File: src/rtl/vdcmul_pkg.sv
// vdcmul_pkg: shared state encoding and default sizing for the vdcmul_acc
// product accumulator.
package vdcmul_pkg;

  localparam int ACC_W_DEF     = 12;
  localparam int MAX_TERMS_DEF = 16;

  typedef enum logic [1:0] {
    IDLE = 2'd0,
    ACC  = 2'd1,
    DONE = 2'd2
  } state_t;

  // Width needed to hold a product count from 0 up to max_terms inclusive.
  function automatic int cnt_w(input int max_terms);
    return $clog2(max_terms + 1);
  endfunction

endpackage

File: src/rtl/vdcmul_acc_if.sv
// vdcmul_acc_if: product input stream plus group-result output stream.
// master = upstream/downstream side, slave = the accumulator.
interface vdcmul_acc_if
  import vdcmul_pkg::*;
#(
  parameter int ACC_W     = ACC_W_DEF,
  parameter int MAX_TERMS = MAX_TERMS_DEF
) ();

  localparam int CNT_W = cnt_w(MAX_TERMS);

  logic             in_valid;
  logic             in_ready;
  logic [7:0]       in_prod;
  logic             in_last;
  logic             out_valid;
  logic             out_ready;
  logic [ACC_W-1:0] out_sum;
  logic [CNT_W-1:0] out_count;
  logic             out_ovf;

  modport master (
    output in_valid, in_prod, in_last, out_ready,
    input  in_ready, out_valid, out_sum, out_count, out_ovf
  );

  modport slave (
    input  in_valid, in_prod, in_last, out_ready,
    output in_ready, out_valid, out_sum, out_count, out_ovf
  );

endinterface

File: src/rtl/vdcmul_acc_add.sv
// vdcmul_acc_add: combinational ACC_W+1 bit unsigned adder for the running
// sum. The MSB of the wide sum is the carry-out. With VDCMUL_ACC_SATURATE_EN
// defined, a carry forces the result to all-ones; otherwise it wraps.
module vdcmul_acc_add
  import vdcmul_pkg::*;
#(
  parameter int ACC_W = ACC_W_DEF
) (
  input  logic [ACC_W-1:0] i_acc,
  input  logic [7:0]       i_prod,
  output logic [ACC_W-1:0] o_sum,
  output logic             o_carry
);

  logic [ACC_W:0] w_full;

  assign w_full  = {1'b0, i_acc} + {{(ACC_W - 7){1'b0}}, i_prod};
  assign o_carry = w_full[ACC_W];

`ifdef VDCMUL_ACC_SATURATE_EN
  assign o_sum = o_carry ? {ACC_W{1'b1}} : w_full[ACC_W-1:0];
`else
  assign o_sum = w_full[ACC_W-1:0];
`endif

endmodule

File: src/rtl/vdcmul_acc.sv
// vdcmul_acc: groups unsigned 8-bit products into sums. A group closes on
// in_last or when MAX_TERMS products have been taken; the result is held
// until the downstream handshake. Optional macro: VDCMUL_ACC_SATURATE_EN
// (saturate the sum on overflow instead of wrapping).
//
// state | meaning
// IDLE  | no partial sum, next beat starts a group
// ACC   | partial sum held, more beats expected
// DONE  | result held on the output, input stalled
module vdcmul_acc
  import vdcmul_pkg::*;
#(
  parameter int ACC_W     = ACC_W_DEF,
  parameter int MAX_TERMS = MAX_TERMS_DEF
) (
  input  logic         clk,
  input  logic         rst_n,
  vdcmul_acc_if.slave  bus
);

  localparam int CNT_W = cnt_w(MAX_TERMS);

  state_t           r_state;
  state_t           w_state_nxt;
  logic [ACC_W-1:0] r_acc;
  logic [CNT_W-1:0] r_count;
  logic             r_ovf;

  logic             w_in_ready;
  logic             w_accept;
  logic [CNT_W-1:0] w_count_nxt;
  logic             w_close;
  logic [ACC_W-1:0] w_add_sum;
  logic             w_add_carry;

  assign w_in_ready  = (r_state != DONE);
  assign w_accept    = bus.in_valid && w_in_ready;
  assign w_count_nxt = (r_state == IDLE) ? CNT_W'(1) : r_count + CNT_W'(1);
  assign w_close     = bus.in_last || (w_count_nxt == CNT_W'(MAX_TERMS));

  vdcmul_acc_add #(.ACC_W(ACC_W)) u_add (
    .i_acc   (r_acc),
    .i_prod  (bus.in_prod),
    .o_sum   (w_add_sum),
    .o_carry (w_add_carry)
  );

  // State register.
  always_ff @(posedge clk or negedge rst_n) begin
    if (!rst_n) r_state <= IDLE;
    else        r_state <= w_state_nxt;
  end

  // Next-state logic: close on last/full, release on output handshake.
  always_comb begin
    w_state_nxt = r_state;
    case (r_state)
      IDLE, ACC: if (w_accept) w_state_nxt = w_close ? DONE : ACC;
      DONE:      if (bus.out_ready) w_state_nxt = IDLE;
      default:   w_state_nxt = IDLE;
    endcase
  end

  // Sum, count and sticky overflow; a new group restarts from the first beat.
  always_ff @(posedge clk or negedge rst_n) begin
    if (!rst_n) begin
      r_acc   <= '0;
      r_count <= '0;
      r_ovf   <= 1'b0;
    end else if (w_accept) begin
      r_count <= w_count_nxt;
      if (r_state == IDLE) begin
        r_acc <= ACC_W'(bus.in_prod);
        r_ovf <= 1'b0;
      end else begin
        r_acc <= w_add_sum;
        r_ovf <= r_ovf | w_add_carry;
      end
    end
  end

  assign bus.in_ready  = w_in_ready;
  assign bus.out_valid = (r_state == DONE);
  assign bus.out_sum   = r_acc;
  assign bus.out_count = r_count;
  assign bus.out_ovf   = r_ovf;

endmodule

File: src/flat_wrapper.sv
// flat-port wrapper written by rule: the top's interface ports become plain ports
module vdcmul_acc_flat import vdcmul_pkg::*;
#(
  parameter int ACC_W     = ACC_W_DEF,
  parameter int MAX_TERMS = MAX_TERMS_DEF
)
  (clk, rst_n, bus_in_valid, bus_in_prod, bus_in_last, bus_out_ready, bus_in_ready, bus_out_valid, bus_out_sum, bus_out_count, bus_out_ovf);
  vdcmul_acc_if #(.ACC_W(ACC_W), .MAX_TERMS(MAX_TERMS)) bus_i ();
  input  logic clk;
  input  logic rst_n;
  input wire logic [$bits(bus_i.in_valid)-1:0] bus_in_valid;
  input wire logic [$bits(bus_i.in_prod)-1:0] bus_in_prod;
  input wire logic [$bits(bus_i.in_last)-1:0] bus_in_last;
  input wire logic [$bits(bus_i.out_ready)-1:0] bus_out_ready;
  output wire logic [$bits(bus_i.in_ready)-1:0] bus_in_ready;
  output wire logic [$bits(bus_i.out_valid)-1:0] bus_out_valid;
  output wire logic [$bits(bus_i.out_sum)-1:0] bus_out_sum;
  output wire logic [$bits(bus_i.out_count)-1:0] bus_out_count;
  output wire logic [$bits(bus_i.out_ovf)-1:0] bus_out_ovf;
  assign bus_i.in_valid = bus_in_valid;
  assign bus_i.in_prod = bus_in_prod;
  assign bus_i.in_last = bus_in_last;
  assign bus_i.out_ready = bus_out_ready;
  assign bus_in_ready = bus_i.in_ready;
  assign bus_out_valid = bus_i.out_valid;
  assign bus_out_sum = bus_i.out_sum;
  assign bus_out_count = bus_i.out_count;
  assign bus_out_ovf = bus_i.out_ovf;
  vdcmul_acc #(.ACC_W(ACC_W), .MAX_TERMS(MAX_TERMS)) u_core (.clk(clk), .rst_n(rst_n), .bus(bus_i));
endmodule
File: config.mk
export PLATFORM = sky130hd
export DESIGN_NAME = vdcmul_acc_flat
export DESIGN_NICKNAME = d
export VERILOG_FILES = /design/src/rtl/vdcmul_pkg.sv /design/src/rtl/vdcmul_acc_if.sv /design/src/rtl/vdcmul_acc_add.sv /design/src/rtl/vdcmul_acc.sv /design/src/flat_wrapper.sv
export SDC_FILE = /design/constraint.sdc
export NUM_CORES = 1
export LEC_CHECK = 0
export BUFFER_PORTS_ARGS = -buffer_cell sky130_fd_sc_hd__buf_4
export CORE_MARGIN = 2
export CORE_UTILIZATION = 55
export DETAILED_ROUTE_END_ITERATION = 16
export PLACE_DENSITY = 0.94
export SLEW_MARGIN = 10
export SYNTH_ARGS = -nofsm -noshare
export SYNTH_HDL_FRONTEND = slang
export SYNTH_SLANG_ARGS = --single-unit
File: constraint.sdc
create_clock -name clk -period 3.43 [get_ports clk]
set_input_delay 0.343 -clock clk [delete_from_list [all_inputs] [get_ports clk]]
set_output_delay 0.343 -clock clk [all_outputs]
set_load 0.005 [all_outputs]
==> key figures <==
Status
  • Status: finished clean

Die
  • I/O Pins: 33
  • Die extent in x: between 50 and 60 microns
  • Starting Density: 56.5%
  • Core ar.: 0.00241 sq mm
  • Die Y: 53.8 microns
  • Row count: 18
  • Die area: 0.00289 sq mm

Timing
  • Max Slew Vio Count: 0
  • Fin. Hold Viols: 0
  • Max frequency: 0.481 GHz
  • Setup TNS: 0 ns
  • Fin crit share: 60.6%
  • Relative slew slack: a little over a third
  • Tightest Pin Transition: ~0.95 ns
  • Max Clock Skew: 0.00647 ns
  • Setup violators final: 0
  • Tmin final: 2.08 ns
  • RSZ-0062 raised after global routing: false

Power and ir drop
  • Total chip power: just over 0.9 mW
  • Leakage power: 0.847 nW
  • Worst vdd ir: roughly 0.38 mV
  • Pwr Density: 564 mW/mm^2

Clock network
  • Clk slew on worst S/H paths: about 0.12 ns
  • Cts repair resizes: 0
  • Root Driver: clkbuf_4
  • Post-CTS Setup Inserts: 0
  • Clk_lat worst skew: around 0.31 ns
  • H-tree depth: 1
  • CTS buffer count: 3
  • Clock Tree Buf Depth: 2
  • CTS sink count: 20
  • CTS tree: done

Routing
  • Vias per inst: 5.96
  • Total wire length: 3.30 mm
  • Drt initial violations: 22
  • Per-cell routed wire length: 15.4 microns
  • DR DRC count: 0
  • Via Count: 1,276
  • Detail Route Antenna Nets: 0
  • First-pass DRT Iterations: 4

Layout
  • Register area: 500 sq um
  • Area of the multi-input gates: 810 sq um
  • Syn-to-layout area delta: 21.9%
  • NumNets Final: 208
  • Diodes inserted: 0
  • Fill cell count: 177
  • Share of cells above drive strength 1: about 22%

Synth
  • Gate Count Post-Synth: 152
  • Sequential element share of the synthesized area: 36.7%
  • Synth warn: 0
  • Synthesized Nets: 175
  • Synthesized area: 0.00136 sq mm
  • Post-synth EDFFs: 0
  • Ys async rst share: between 90% and 100%
  • Syn Area/Cell: between 8 and 9 sq um
  • Main synth FF type: dfrtp_1
  • Number of distinct library cells after synthesis: 37
  • Yosys reg bits: 20

Hold path
  • Worst hold path type: in2reg

Global routing
  • First-pass GRT wire length: 5.26 mm
  • Largest net degree at the start of global routing: 21
  • Global router's overall resource usage: 25.2%
  • Initial antenna violation count: 0
  • Number of global-route vias before repair: 1,170
  • Gr ovfl total: 0

Critical path
  • Critical Path End Type: flop
  • WS Path Type: reg2reg
  • Critical Path AT: around 2.3 ns
  • CP max FO: 3
  • CP Data Required Time: about 3.7 ns
  • CP Launch Type: flop

Job
  • Max cap viols: 0

Placement
  • Final Wtd Congestion: 0.880
  • Port bufs: 32
  • DP Wirelength: 2.41 mm
==> where the power goes <==
group | internal [mW] | leakage (nW) | switching, mW
Sequential | 0.287 | 0.259 | 0.0618
Clock | 0.0649 | 0.0210 | 0.0767
Combinational | 0.215 | 0.567 | 0.231
==> final timing paths <==
check,from,to,slack (ns),cells past startpoint
worst min register to register,u_core.bus.out_ovf$_DFFE_PN0P_,u_core.bus.out_ovf$_DFFE_PN0P_,0.54,1
worst min-delay path,bus_out_ready,u_core.r_state[1]$_DFFE_PN0P_,0.19,2
worst max register to register,u_core.bus.out_sum[0]$_DFFE_PN0P_,u_core.bus.out_sum[8]$_DFFE_PN0P_,1.35,8
max in group asynchronous,rst_n,u_core.bus.out_sum[3]$_DFFE_PN0P_,2.77,2
min in group asynchronous,rst_n,u_core.bus.out_count[2]$_DFFE_PN0P_,0.44,2
worst max-delay path,u_core.bus.out_sum[0]$_DFFE_PN0P_,u_core.bus.out_sum[8]$_DFFE_PN0P_,1.35,8
==> cells in the final DEF (no fill, tap or decap), types with 2 or more instances in the layout <==
cell type | synthesis | layout
buf_4 | 0 | 32
dfrtp_1 | 20 | 20
a21oi_1 | 15 | 15
nand2_1 | 12 | 12
nor2_1 | 12 | 12
o21ai_0 | 11 | 11
ha_1 | 9 | 9
nand3_1 | 8 | 8
inv_1 | 7 | 7
and3_1 | 7 | 7
o211ai_1 | 6 | 6
xor2_1 | 6 | 6
a211oi_1 | 4 | 4
a21o_1 | 3 | 3
mux2i_1 | 3 | 3
clkbuf_4 | 0 | 3
nand4_1 | 2 | 2
and2_1 | 2 | 2
nand2b_1 | 2 | 2
==> Yosys cell counts (2+ instances only) <==
master | number | area share [%]
o21ai_0 | 11 | 4.0
nor2_1 | 12 | 3.3
xor2_1 | 6 | 3.9
nand2b_1 | 2 | 0.92
nand2_1 | 12 | 3.3
nand4_1 | 2 | 0.92
dfrtp_1 | 20 | 37
a211oi_1 | 4 | 2.2
and2_1 | 2 | 0.92
o211ai_1 | 6 | 3.3
ha_1 | 9 | 8.3
inv_1 | 7 | 1.9
and3_1 | 7 | 3.2
clkbuf_1 | 4 | 1.1
a21o_1 | 3 | 1.7
a21oi_1 | 15 | 5.5
nand3_1 | 8 | 2.9
mux2i_1 | 3 | 2.2
==> worst max-delay path: stages (launching register included) <==
cell and delay, ns:
dfrtp_1 0.40, ha_1 0.19, inv_1 0.06, fa_1 0.37, nand2b_1 0.19, a21oi_1 0.19, o211ai_1 0.21, mux2i_1 0.21
o2111a_1 0.19
==> metrics by stage <==
stage | hold WS, ns | util [%] | cells | area (sq um) | setup WS [ns]
after floorplan | 0.0474 | - | 152 | 1360 | 1.55
after global placement | 0.237 | 67.0 | 209 | 1610 | 1.42
after detailed placement | 0.240 | 67.0 | 209 | 1610 | 1.37
after CTS | 0.199 | 68.9 | 214 | 1660 | 1.37
after global routing | 0.185 | 68.9 | 214 | 1660 | 1.24
final | 0.194 | 68.9 | 214 | 1660 | 1.35
==> flip-flops by register name, summed over array words and instances, names as in the netlist <==
name and cells:
u_core.r_state 2, u_core.bus.out_count 5, u_core.bus.out_sum 12, u_core.bus.out_ovf 1
==> kinds of logic after synthesis <==
kind of cell | count (synthesis) | synth area share (%)
muxes | 4 | 3.31
xor gates and xnor gates | 7 | 4.50
adders and majority gates | 10 | 9.73
AOI/OAI and AO/OA | 48 | 22.3
buffers and inverters | 12 | 3.86
and+or+nand+nor | 51 | 19.6
DFF | 20 | 36.7
==> timing repair <==
action	CTS	global route
hold buffers	1	0
endpoints found under the setup margin	0	0
hold endpoints to repair	20	0
==> final cells by class <==
| type | count | share of cell area, % |
|---|---|---|
| Multi-Input combinational cell | 120 | 48.8 |
| Sequential cell | 20 | 30.1 |
| Timing Repair Buffer | 33 | 15.1 |
| Tap cell | 30 | 2.26 |
| Clock buffer | 4 | 2.19 |
| Inverter | 7 | 1.58 |
==> metal layers <==
metal	up-vias	track usage (%)	part of all wire (%)
li1	623	-	-
met1	607	30.2	42
met2	39	44.5	51
met3	7	3.89	5.4
met4	0	10.3	1.1
met5	-	0	0
Note: power is estimated with default switching activity, not from simulation.
